--- config.mk ---
export PLATFORM = sky130hd
export DESIGN_NAME = cbx_param_cfg
export DESIGN_NICKNAME = d
export VERILOG_FILES = /design/src/rtl/cbx_param_cfg.sv
export SDC_FILE = /design/constraint.sdc
export NUM_CORES = 1
export LEC_CHECK = 0
export BUFFER_PORTS_ARGS = -buffer_cell sky130_fd_sc_hd__buf_2
export CAP_MARGIN = 30
export CELL_PAD_IN_SITES_DETAIL_PLACEMENT = 1
export CELL_PAD_IN_SITES_GLOBAL_PLACEMENT = 2
export CORE_MARGIN = 2
export CORE_UTILIZATION = 32
export CTS_BUF_LIST = sky130_fd_sc_hd__clkbuf_4 sky130_fd_sc_hd__clkbuf_8 sky130_fd_sc_hd__clkbuf_16
export DETAILED_ROUTE_END_ITERATION = 8
export PLACE_DENSITY_LB_ADDON = 0.1
export SETUP_SLACK_MARGIN = 0.1
export SKIP_LAST_GASP = 1
export SYNTH_ARGS = -nofsm -noshare
export SYNTH_HDL_FRONTEND = slang
export SYNTH_HIERARCHICAL = 1
export SYNTH_SLANG_ARGS = --single-unit
--- constraint.sdc ---
create_clock -name prog_clk -period 1.6 [get_ports prog_clk]
set_clock_uncertainty 0.1 [all_clocks]
set_input_delay 0 -clock prog_clk [delete_from_list [all_inputs] [get_ports prog_clk]]
set_output_delay 0 -clock prog_clk [all_outputs]
set_load 0.1 [all_outputs]
--- src/rtl/cbx_param_cfg.sv ---
// Parametrised horizontal connection block: straight-through tracks, per-pin muxes,
// and a shadowed config chain whose contents go live only after a length-checked commit.

module cbx_pin_mux #(
    parameter int MUX_SIZE = 4,
    parameter int SEL_W    = 2
) (
    input  logic [MUX_SIZE-1:0] mux_in,
    input  logic [SEL_W-1:0]    sel,
    input  logic                en,
    output logic                pin
);
    // Selects past the last input (non-power-of-2 sizes) drive 0.
    always_comb begin
        pin = 1'b0;
        if (en && (int'(sel) < MUX_SIZE))
            pin = mux_in[sel];
    end
endmodule

module cbx_param_cfg #(
    parameter int CHAN_W   = 10,
    parameter int NUM_IPIN = 8,
    parameter int MUX_SIZE = 4
) (
    input  logic                prog_clk,
    input  logic                pReset,
    input  logic [CHAN_W-1:0]   chanx_left_in,
    input  logic [CHAN_W-1:0]   chanx_right_in,
    output logic [CHAN_W-1:0]   chanx_left_out,
    output logic [CHAN_W-1:0]   chanx_right_out,
    output logic [NUM_IPIN-1:0] ipin_out,
    input  logic                ccff_head,
    input  logic                cfg_en,
    input  logic                cfg_commit,
    output logic                ccff_tail,
    output logic                cfg_done,
    output logic                cfg_err
);
    localparam int H         = MUX_SIZE / 2;
    localparam int STRIDE    = CHAN_W / H;
    localparam int SEL_W     = $clog2(MUX_SIZE);
    localparam int CHAIN_LEN = NUM_IPIN * SEL_W;
    localparam int CNT_W     = $clog2(CHAIN_LEN + 2);

    logic [CHAIN_LEN-1:0]               sr;
    logic [CHAIN_LEN-1:0]               active;
    logic [CNT_W-1:0]                   bit_cnt;
    logic [NUM_IPIN-1:0][MUX_SIZE-1:0]  mux_in;

    assign chanx_right_out = chanx_left_in;
    assign chanx_left_out  = chanx_right_in;
    assign ccff_tail       = sr[CHAIN_LEN-1];

    // Counter saturates one past CHAIN_LEN so an overrun can never alias a full load.
    always_ff @(posedge prog_clk) begin
        if (pReset) begin
            sr       <= '0;
            active   <= '0;
            bit_cnt  <= '0;
            cfg_done <= 1'b0;
            cfg_err  <= 1'b0;
        end else if (cfg_en) begin
            sr <= (sr << 1) | CHAIN_LEN'(ccff_head);
            if (bit_cnt != CNT_W'(CHAIN_LEN + 1))
                bit_cnt <= bit_cnt + 1'b1;
            if (cfg_commit)
                cfg_err <= 1'b1;
        end else if (cfg_commit) begin
            bit_cnt <= '0;
            if (bit_cnt == CNT_W'(CHAIN_LEN)) begin
                active   <= sr;
                cfg_done <= 1'b1;
                cfg_err  <= 1'b0;
            end else begin
                cfg_err  <= 1'b1;
            end
        end
    end

    for (genvar k = 0; k < NUM_IPIN; k++) begin : g_pin
        for (genvar j = 0; j < H; j++) begin : g_trk
            localparam int T = (k + j * STRIDE) % CHAN_W;
            assign mux_in[k][2*j]   = chanx_left_in[T];
            assign mux_in[k][2*j+1] = chanx_right_in[T];
        end
        cbx_pin_mux #(.MUX_SIZE(MUX_SIZE), .SEL_W(SEL_W)) u_mux (
            .mux_in (mux_in[k]),
            .sel    (active[k*SEL_W +: SEL_W]),
            .en     (cfg_done),
            .pin    (ipin_out[k])
        );
    end
endmodule
# After elaboration in Yosys (flattened, before gate mapping)
# Index checks and enable logic that the tools add are counted.
[word_totals]
ff_bits = 39
elab_cells = 53
inputBits = 25
[classes]
muxes = 31
bitwise_logic = 2
addsub = 1
reduce_logical = 3
n_eq_ne = 3
order_cmp = 8
[ops]
columns = ["cell", "count"]
rows = [
  ["2-bit by 3-bit < comparator with 1-bit output (second input constant)", 8],
  ["1-bit 2-to-1 mux", 20],
  ["1-bit binary-select mux with 2-bit select", 8],
  ["16-bit by 1-bit bitwise OR with 16-bit output", 1],
  ["5-bit 2-to-1 mux", 3],
  ["5-bit by 1-bit adder with 5-bit output (second input constant)", 1],
  ["5-bit equality test (second input constant)", 1],
  ["5-bit != test (second input constant)", 1],
  ["3-bit AND reduction", 1],
  ["2-bit by 1-bit != test with 1-bit output (second input constant)", 1],
  ["2-bit AND reduction", 1],
  ["2-bit nonzero test", 1],
  ["1-bit NOT", 1],
]

# Depth between registers and ports, before layout
# Gate-level depths: netlist (run 1).
[depth]
ltp_word = 4
mapped_depth = 6
ltp_nobuf = 5

# Modules after synthesis
# Netlist (run 1), hierarchy kept.
[modules_own_cells]
columns = ["mod", "cells_per_inst", "seq_area_each_um2", "area_per_inst_um2", "instances"]
rows = [
  ["cbx_param_cfg", 183, 780.7, 1850.5, 1],
  ["cbx_pin_mux", 2, 0.0, 28.8, 8],
]

# Worst setup path after synthesis (run 1)
# Ideal clock, no wire load.
[synth_path]
path_kind = "reg2out"
startpoint = "register cfg_done"
endpoint = "output port ipin_out[0]"
slack_ns = -0.386
arrival_ns = 1.886
path_stages_with_launch = 2
path_buffers = 0
path_cell_list = "dfxtp_1 > and2_1"
[synth_between]
elab_chain_cells = 1
[synth_lines]
columns = ["item", "line", "rtl"]
rows = [
  ["start, declared", "37", "output logic cfg_done,"],
  ["start signal, assigned", "61", "cfg_done <= 1'b0;"],
  ["start signal, assigned", "73", "cfg_done <= 1'b1;"],
  ["1-bit 2-to-1 mux", "16", "if (en && (int'(sel) < MUX_SIZE))"],
  ["end, declared", "32", "output logic [NUM_IPIN-1:0] ipin_out,"],
]
# Every way passes these cells.

# Final worst setup path (run 1)
[layout_path]
startpoint = "register active[6]"
endpoint = "output port ipin_out[3]"
[layout_between]
elab_chain_cells = 3
[layout_lines]
columns = ["item", "line", "rtl"]
rows = [
  ["start, declared", "47", "logic [CHAIN_LEN-1:0] active;"],
  ["start signal, assigned", "72", "active <= sr;"],
  ["1-bit binary-select mux with 2-bit select", "17", "pin = mux_in[sel];"],
  ["1-bit 2-to-1 mux (not written as such)", "17", ""],
  ["1-bit 2-to-1 mux", "16", ""],
]
# Every way passes these cells. The select of a mux whose other input is x is not followed.

==> results of run 1 <==
[worst paths after layout]
kind	start	endpoint	slack, ps	depth (start not counted)
setup / recovery	active[6]	ipin_out[3]	40	3
hold / removal	cfg_en	bit_cnt[2]	80	4
setup reg to reg	bit_cnt[1]	bit_cnt[0]	150	5
hold reg to reg	sr[14]	active[14]	390	2
[cell families after synthesis]
kind of cell               Yosys count  share of synthesized area
and+or+nand+nor                     71                      0.205
DFF                                 39                      0.375
muxes                               40                      0.241
adders and majority gates            3                     0.0180
AOI/OAI and AO/OA                   12                     0.0421
buffers and inverters               34                      0.119
[timing repair]
action / in CTS / in global routing
setup endpoints to repair: 9 / 25
hold buffers: 3 / 0
buffers inserted: 3 / 4
pin swaps: 1 / 1
endpoints found under the hold margin: 7 / 0
resized for setup: 51 / 1
[stage by stage]
step,power [mW],utilization
finish,2.18,0.413
global route,2.29,0.413
CTS,2.22,0.406
detailed placement,1.45,0.358
global placement,1.44,0.358
floorplan,1.40,-
[placed cells by master (no fill, tap or decap), types with 4 or more instances in the layout]
cell      netlist  final
nor2_1         18     18
nand2_1         4      4
nand2b_1       32     32
a21oi_1         4      4
dfxtp_2         0     11
buf_12          2     10
buf_4          20      8
clkbuf_8        0      7
dfxtp_1        39     28
mux2i_1        32     32
and2_4          0      8
mux4_2          8      8
buf_2           4     47
[flip-flops by register name, indices dropped and copies added (netlist names)]
signal,cells
cfg_err,1
cfg_done,1
bit_cnt,5
sr,16
active,16
[power groups by stage]
stage | registers (mW) | clock network [mW] | logic, mW
final | 0.999 | 0.732 | 0.453
after global routing | 1.00 | 0.807 | 0.477
after CTS | 0.999 | 0.765 | 0.452
after detailed placement | 1.02 | 0 | 0.434
after global placement | 1.02 | 0 | 0.425
after floorplan | 1.03 | 0 | 0.367
[worst max-delay path, delay by kind of cell, from the launching register on]
family	cells	cell delay (ps)
buffers and inverters	1	160
DFF	1	350
muxes	1	490
and+or+nand+nor	1	180
[per-layer routing]
layer	track usage	share of wire	vias up
li1	-	-	743
met1	0.153	0.42	738
met2	0.229	0.52	34
met3	0.0295	0.043	5
met4	0.0346	0.012	0
met5	0	0	-
[area by class of cell]
type | count | share of cell area
Clock buffer | 7 | 0.0370
Timing Repair Buffer | 68 | 0.202
Multi-Input combinational cell | 126 | 0.412
Inverter | 3 | 0.00432
Sequential cell | 39 | 0.305
Clock inverter | 1 | 0.00288
Tap cell | 77 | 0.0370
==> run summary, run 1 <==
status -> finished, final reports clean
setup TNS -> 0 ps
All-Layer GR Usage -> 0.128
fillers -> 739
Worst Hold Class -> primary input to register
Post-Syn Area -> 0.00208 mm²
Hold WS -> 79.2 ps
layout cell share with drive strength beyond 1 -> 0.434
Die Y-Extent -> 84.6 µm
CP max FO -> 2
max cap viols -> 0
Final WS setup -> 40.5 ps
Clock power frac -> 0.335
n_diodes -> 0
initial antenna violation count -> 0
Startpoint Class -> register
DRC -> 0
post-layout min period -> 1560 ps
initial core utilization -> 0.330
cell area after layout -> 0.00261 mm²
switching share of power -> 0.312
post-DP HPWL -> 3260 µm
largest net degree at the start of global routing -> 27
cell count after synthesis -> 199
area of the multi-input gates -> 0.00107 mm²
# port buffers -> 55
crit path kind -> register to primary output
CP peak stage delay -> 490 ps
peak supply drop -> 0.000336 V
Die X-Extent -> 84.6 µm
CP Cell Sequence -> mux4_2, and2_4, buf_12
PD cells -> 838 mW/mm²
maximum root-to-sink buffer count -> 2
synth top area cells -> dfxtp_1 38%, mux2i_1 15%, nand2b_1 9.6%
first-pass GRT wire length -> 7430 µm
vias in the first global route -> 1551
Required @ worst endpoint -> 1500 ps
clock tree from TritonCTS -> yes
gr ovfl total -> 0
Int Power -> 1.50 mW
Worst setup EP type -> primary output
clk root buf -> clkbuf_8
logic gate share of total power -> 0.207
drt via density -> 4.74
Main synth FF type -> dfxtp_1
Layout area overhead -> 25.3%
sequential share of the synthesized area -> 0.375
Detailed Route Iter0 Violations -> 54
placed cell area -> 0.00226 mm²
fraction of registers with async set/reset -> 0
DR pass1 iterations -> 4
area leader, netlist -> dfxtp_1
unrepaired setup endpoints after global routing -> true
post-route ant nets -> 0
dpl cells -> 303
Post-Syn Area per Cell -> 10.5 µm²
clock sink count -> 39
Clock Latency Late Sink -> 290 ps
# rows -> 29
Seq cells post-synth -> 39
slowest cell on the critical path -> mux4_2
worst-margin pin slew -> 499 ps
max_slew headroom -> 0.670
Pins Over Slew Limit -> 0
clk slew on worst S/H paths -> 80 ps
H-tree Lvls -> 2
Yosys top cell area share -> 0.375
Leak -> 1.05 nW
final RePlAce weighted congestion -> 0.732
final std cells w/o fill -> 321
Die Area -> 0.00716 mm²
# setup viols final -> 0
fmax -> 641 MHz
Final Hold Fails -> 0
Psw -> 0.682 mW
number of buffers created by CTS -> 5
via count -> 1520
Nets -> 271
Worst Path Arrival -> 1460 ps
wirelength, routed -> 4410 µm
I/O pins -> 56
EDFF count, synth -> 0
Ys Warns -> 6
Final period util -> 0.975
Net Count, Synth -> 227
register share of total power -> 0.457
core box area -> 0.00631 mm²
Synth cell types -> 29
DR WL/cell -> 13.7 µm
Commonest cells post-synth -> 39 x dfxtp_1, 32 x mux2i_1, 32 x nand2b_1
dominant cell by count in the synthesized netlist -> dfxtp_1
Placement Setup Slack -> 79.7 ps
FF/Latch Area -> 795 µm²
(Power assumes the default switching activity.)
==> inputs of run 2 (changes only) <==
==> constraint.sdc (replaced) <==
create_clock -name prog_clk -period 1.6 [get_ports prog_clk]
set_clock_uncertainty 0.1 [all_clocks]
set_input_delay 0.24 -clock prog_clk [delete_from_list [all_inputs] [get_ports prog_clk]]
set_output_delay 0.24 -clock prog_clk [all_outputs]
set_load 0.1 [all_outputs]
==> run summary, run 2 (synthesis gave the netlist of run 1 again) <==
status -> finished with violations
violated checks -> setup timing
Worst Hold Class -> primary input to register
Die Y-Extent -> 84.6 µm (unchanged)
cell area after layout -> 0.00256 mm² (-1.7%)
Top Registers -> active x16, sr x16, bit_cnt x5
final std cells w/o fill -> 318 (-0.93%)
DRC -> 0 (unchanged)
Final period util -> 1.12 (+0.150)
Final Util -> 0.406 (-0.00694)
n_diodes -> 0 (unchanged)
clock tree from TritonCTS -> yes
Die X-Extent -> 84.6 µm (unchanged)
worst-margin pin slew -> 502 ps (+3.24 ps)
CP max FO -> 2 (unchanged)
Layout area overhead -> 23.2%
post-layout min period -> 1800 ps (+240 ps)
post-route ant nets -> 0 (unchanged)
Clock Latency Late Sink -> 290 ps (about the same)
Startpoint Class -> register
clk slew on worst S/H paths -> 70 ps (about the same)
# rows -> 29 (unchanged)
most used cells in the layout excluding fill and tap cells -> 46 x buf_2, 32 x nand2b_1, 32 x mux2i_1, 29 x dfxtp_1, 18 x nor2_1
max cap viols -> 0 (unchanged)
fmax -> 556 MHz (-13%)
crit path kind -> register to primary output
dpl cells -> 305 (+0.66%)
most common library cell in the layout ignoring fill and taps -> buf_2
slowest cell on the critical path -> mux4_2
Final Hold Fails -> 0 (unchanged)
CP Cell Sequence -> mux4_2, and2_4, buf_12
Die Area -> 0.00716 mm² (unchanged)
initial core utilization -> 0.330 (unchanged)
I/O pins -> 56 (unchanged)
unrepaired setup endpoints after global routing -> true
largest net degree at the start of global routing -> 28 (+3.7%)
H-tree Lvls -> 2 (unchanged)
layout cell share with drive strength beyond 1 -> 0.440 (+0.00541)
drt via density -> 4.77 (+0.74%)
Pins Over Slew Limit -> 0 (unchanged)
PD cells -> 831 mW/mm² (-0.83%)
clk root buf -> clkbuf_8
gr ovfl total -> 0 (unchanged)
CP peak stage delay -> 500 ps (about the same)
initial antenna violation count -> 0 (unchanged)
Tot Pwr -> 2.13 mW (-2.5%)
DR WL/cell -> 14.9 µm (+8.2%)
first-pass GRT wire length -> 7490 µm (+0.74%)
Leak -> 1.03 nW (-1.9%)
post-DP HPWL -> 3260 µm (about the same)
peak supply drop -> 0.000382 V (+14%)
Final WS setup -> -199 ps (-240 ps)
Worst setup EP type -> primary output
max_slew headroom -> 0.668 (-0.00214)
Detailed Route Iter0 Violations -> 51 (-5.6%)
Required @ worst endpoint -> 1260 ps (-240 ps)
core box area -> 0.00631 mm² (unchanged)
wirelength, routed -> 4730 µm (+7.1%)
maximum root-to-sink buffer count -> 2 (unchanged)
Nets -> 268 (-1.1%)
# port buffers -> 55 (unchanged)
All-Layer GR Usage -> 0.133 (+0.00468)
# setup viols final -> 8 (+8)
clock sink count -> 39 (unchanged)
via count -> 1517 (-0.20%)
placed cell area -> 0.00228 mm² (+0.66%)
number of buffers created by CTS -> 5 (unchanged)
vias in the first global route -> 1557 (+0.39%)
final RePlAce weighted congestion -> 0.735 (+0.45%)
Worst Path Arrival -> 1460 ps (about the same)
hold buffers post-CTS -> 0 (-3)
DR pass1 iterations -> 6 (+2)
-- run 2: repair_timing --
action,4_1_cts,5_1_grt
setup buffers,2,1
pin swaps,0,1
gates resized for setup,49,6
setup endpoints to repair,9,26
gates cloned,0,2
-- run 2: worst paths after layout --
| check | cells past startpoint | endpoint | start | slack, ps |
|---|---|---|---|---|
| max | 3 | ipin_out[1] | active[2] | -200 |
| max reg2reg | 4 | active[2] | bit_cnt[0] | 210 |
| min reg2reg | 2 | active[0] | active[0] | 380 |
| min | 3 | sr[0] | ccff_head | 100 |
-- run 2: worst max-delay path, delay by kind of cell (launching register included) --
family        cells  cell delay, ps
buf+inv           1             160
flops             1             340
mux               1             500
simple gates      1             180
-- run 2: per-layer routing --
layer | up-vias | share of wire | track usage | routed length [µm]
met5 | - | 0 | 0 | 0
met4 | 0 | 0.0080 | 0.0491 | 38
met3 | 4 | 0.053 | 0.0374 | 251
met2 | 45 | 0.51 | 0.237 | 2390
met1 | 729 | 0.43 | 0.149 | 2040
li1 | 739 | - | - | -
-- run 2: layout make-up --
type | instances | area [µm²]
clock inverter | 1 | 5.00
multi-input combinational | 128 | 1100
tap | 77 | 96.3
fill | 713 | 3750
sequential | 39 | 793
inverter | 3 | 11.3
clock buffer | 7 | 83.8
timing repair buffer | 63 | 474
-- run 2: power by group --
| part | total, mW | internal [mW] | leakage (nW) | switching (mW) |
|---|---|---|---|---|
| clock network | 0.675 | 0.340 | 0.0491 | 0.335 |
| logic | 0.454 | 0.122 | 0.656 | 0.332 |
| registers | 1.00 | 0.983 | 0.320 | 0.0166 |
| total | 2.13 | 1.45 | 1.03 | 0.684 |
-- run 2: stage by stage --
step / setup TNS, ps / setup slack, ps / hold slack [ps]
after global placement: -275 / -70.0 / 367
after global routing: -1970 / -269 / 136
after detailed placement: -468 / -76.4 / 380
after CTS: -1680 / -217 / 98.6
final: -1540 / -199 / 101
after floorplan: -77.0 / -9.62 / 286
==> inputs of run 3 (changes only) <==
- RECOVER_POWER: default -> 50
==> run summary, run 3 (synthesis gave the netlist of run 1 again) <==
gr ovfl total -> 0 (unchanged)
post-route ant nets -> 0 (unchanged)
clock tree from TritonCTS -> yes
Final WS setup -> -199 ps (+0.238 ps)
Int Power -> 1.44 mW (about the same)
Final period util -> 1.12 (about the same)
n_diodes -> 0 (unchanged)
wirelength, routed -> 4730 µm (+0.15%)
worst-margin pin slew -> 725 ps (+223 ps)
final RePlAce weighted congestion -> 0.735 (unchanged)
Top Family by Delay on Critical Path -> multiplexers
first-pass GRT wire length -> 7490 µm (unchanged)
drt via density -> 4.77 (about the same)
maximum root-to-sink buffer count -> 2 (unchanged)
GRT met3 Usage -> 0.0374 (unchanged)
register share of total power -> 0.469 (about the same)
largest net degree at the start of global routing -> 28 (unchanged)
logic gate share of total power -> 0.213 (about the same)
most used cells in the layout excluding fill and tap cells -> 32 x nand2b_1, 32 x mux2i_1, 31 x buf_2, 29 x dfxtp_1, 18 x nor2_1
Clock Latency Late Sink -> 290 ps (about the same)
clk slew on worst S/H paths -> 70 ps (about the same)
dpl cells -> 305 (unchanged)
Final Hold Fails -> 0 (unchanged)
area of the multi-input gates -> 0.00110 mm² (unchanged)
I/O pins -> 56 (unchanged)
number of buffers created by CTS -> 5 (unchanged)
met2 Use GR -> 0.237 (unchanged)
DR WL/cell -> 14.9 µm (+0.15%)
# port buffers -> 55 (unchanged)
crit path kind -> register to primary output
max_slew headroom -> 0.517 (-0.151)
vias in the first global route -> 1557 (unchanged)
CP max FO -> 2 (unchanged)
fillers -> 714 (+0.14%)
unrepaired setup endpoints after global routing -> true
slowest cell on the critical path -> mux4_2
DR pass1 iterations -> 6 (unchanged)
core box area -> 0.00631 mm² (unchanged)
CP Cell Sequence -> mux4_2, and2_4, buf_12
Startpoint Class -> register
setup TNS -> -1540 ps (-0.970 ps)
peak supply drop -> 0.000382 V (about the same)
Layout area overhead -> 23.0%
violated checks -> setup timing
Die Y-Extent -> 84.6 µm (unchanged)
Required @ worst endpoint -> 1260 ps (about the same)
fmax -> 556 MHz (about the same)
Nets -> 268 (unchanged)
Die Area -> 0.00716 mm² (unchanged)
met1 usage -> 0.149 (unchanged)
Worst setup EP type -> primary output
Leak -> 1.03 nW (about the same)
post-DP HPWL -> 3260 µm (unchanged)
H-tree Lvls -> 2 (unchanged)
Worst Hold Class -> primary input to register
clock sink count -> 39 (unchanged)
Die X-Extent -> 84.6 µm (unchanged)
clk root buf -> clkbuf_8
Clock power frac -> 0.317 (about the same)
initial core utilization -> 0.330 (unchanged)
# rows -> 29 (unchanged)
Register-to-Register Setup Slack -> 210 ps (about the same)
final std cells w/o fill -> 318 (unchanged)
DRC -> 0 (unchanged)
Crit path buffers/inverters -> 1 (unchanged)
Psw -> 0.685 mW (+0.17%)
status -> finished with violations
FF/Latch Area -> 793 µm² (unchanged)
switching share of power -> 0.322 (+0.000512)
post-layout min period -> 1800 ps (-0.238 ps)
Top Registers -> active x16, sr x16, bit_cnt x5
busiest grt layer -> met2
via count -> 1516 (-0.066%)
# setup viols final -> 8 (unchanged)
max cap viols -> 0 (unchanged)
Detailed Route Iter0 Violations -> 54 (+5.9%)
initial antenna violation count -> 0 (unchanged)
All-Layer GR Usage -> 0.133 (unchanged)
hold buffers post-CTS -> 0 (unchanged)
CP peak stage delay -> 500 ps (about the same)
layout cell share with drive strength beyond 1 -> 0.436 (-0.00415)
Pins Over Slew Limit -> 0 (unchanged)
Worst Path Arrival -> 1460 ps (about the same)
PD cells -> 832 mW/mm² (+0.15%)
[run 3: cell types whose count changed in the layout (fill, tap and decap cells not counted), sizes merged]
cell	previous run	this run
buf	63	47
clkbuf	7	23
[run 3: timing repair]
| action | in CTS | in global routing |
|---|---|---|
| setup endpoints to repair | 9 | 26 |
| buffers inserted | 2 | 1 |
| pin swaps | 0 | 1 |
| gates cloned | 0 | 2 |
| gates resized for setup | 49 | 6 |
[run 3: final timing paths]
kind,start,end,depth (start not counted)
worst max-delay path,active[2],ipin_out[1],3
worst max register to register,bit_cnt[0],active[2],4
worst min-delay path,ccff_head,sr[0],3
worst min register to register,active[0],active[0],2
[run 3: cell type report]
class	instances	area share
repair buffers	63	0.184
clock buffers	7	0.0328
well taps	77	0.0377
clock inverters	1	0.00196
flip-flops and latches	39	0.310
multi-input cells	128	0.429
inverters	3	0.00440
[run 3: stage by stage]
stage	power [mW]	utilization	area, µm²	worst slack, ps	hold WS, ps
2_1_floorplan	1.40	-	2090	-9.62	286
4_1_cts	2.15	0.400	2520	-217	98.6
5_1_grt	2.23	0.405	2560	-269	137
3_5_place_dp	1.46	0.361	2280	-76.4	380
3_3_place_gp	1.45	0.361	2280	-70.0	367
6_report	2.13	0.405	2560	-199	101
[run 3: power groups by stage]
stage                     logic (mW)  registers [mW]  clock network (mW)
after global placement         0.426            1.02                   0
after floorplan                0.367            1.03                   0
after detailed placement       0.437            1.02                   0
final                          0.454            1.00               0.676
after CTS                      0.449           0.998               0.707
after global routing           0.476            1.00               0.755
[run 3: worst reg2reg max path, cell delays in order, from the launching register on]
cell	delay [ps]
dfxtp_2	350
inv_1	90
ha_2	210
and4_4	370
mux2i_1	200
[run 3: routing by layer]
| layer | share of wire | vias up |
|---|---|---|
| met5 | 0 | - |
| met3 | 0.052 | 4 |
| met1 | 0.43 | 728 |
| met4 | 0.0080 | 0 |
| li1 | - | 739 |
| met2 | 0.51 | 45 |
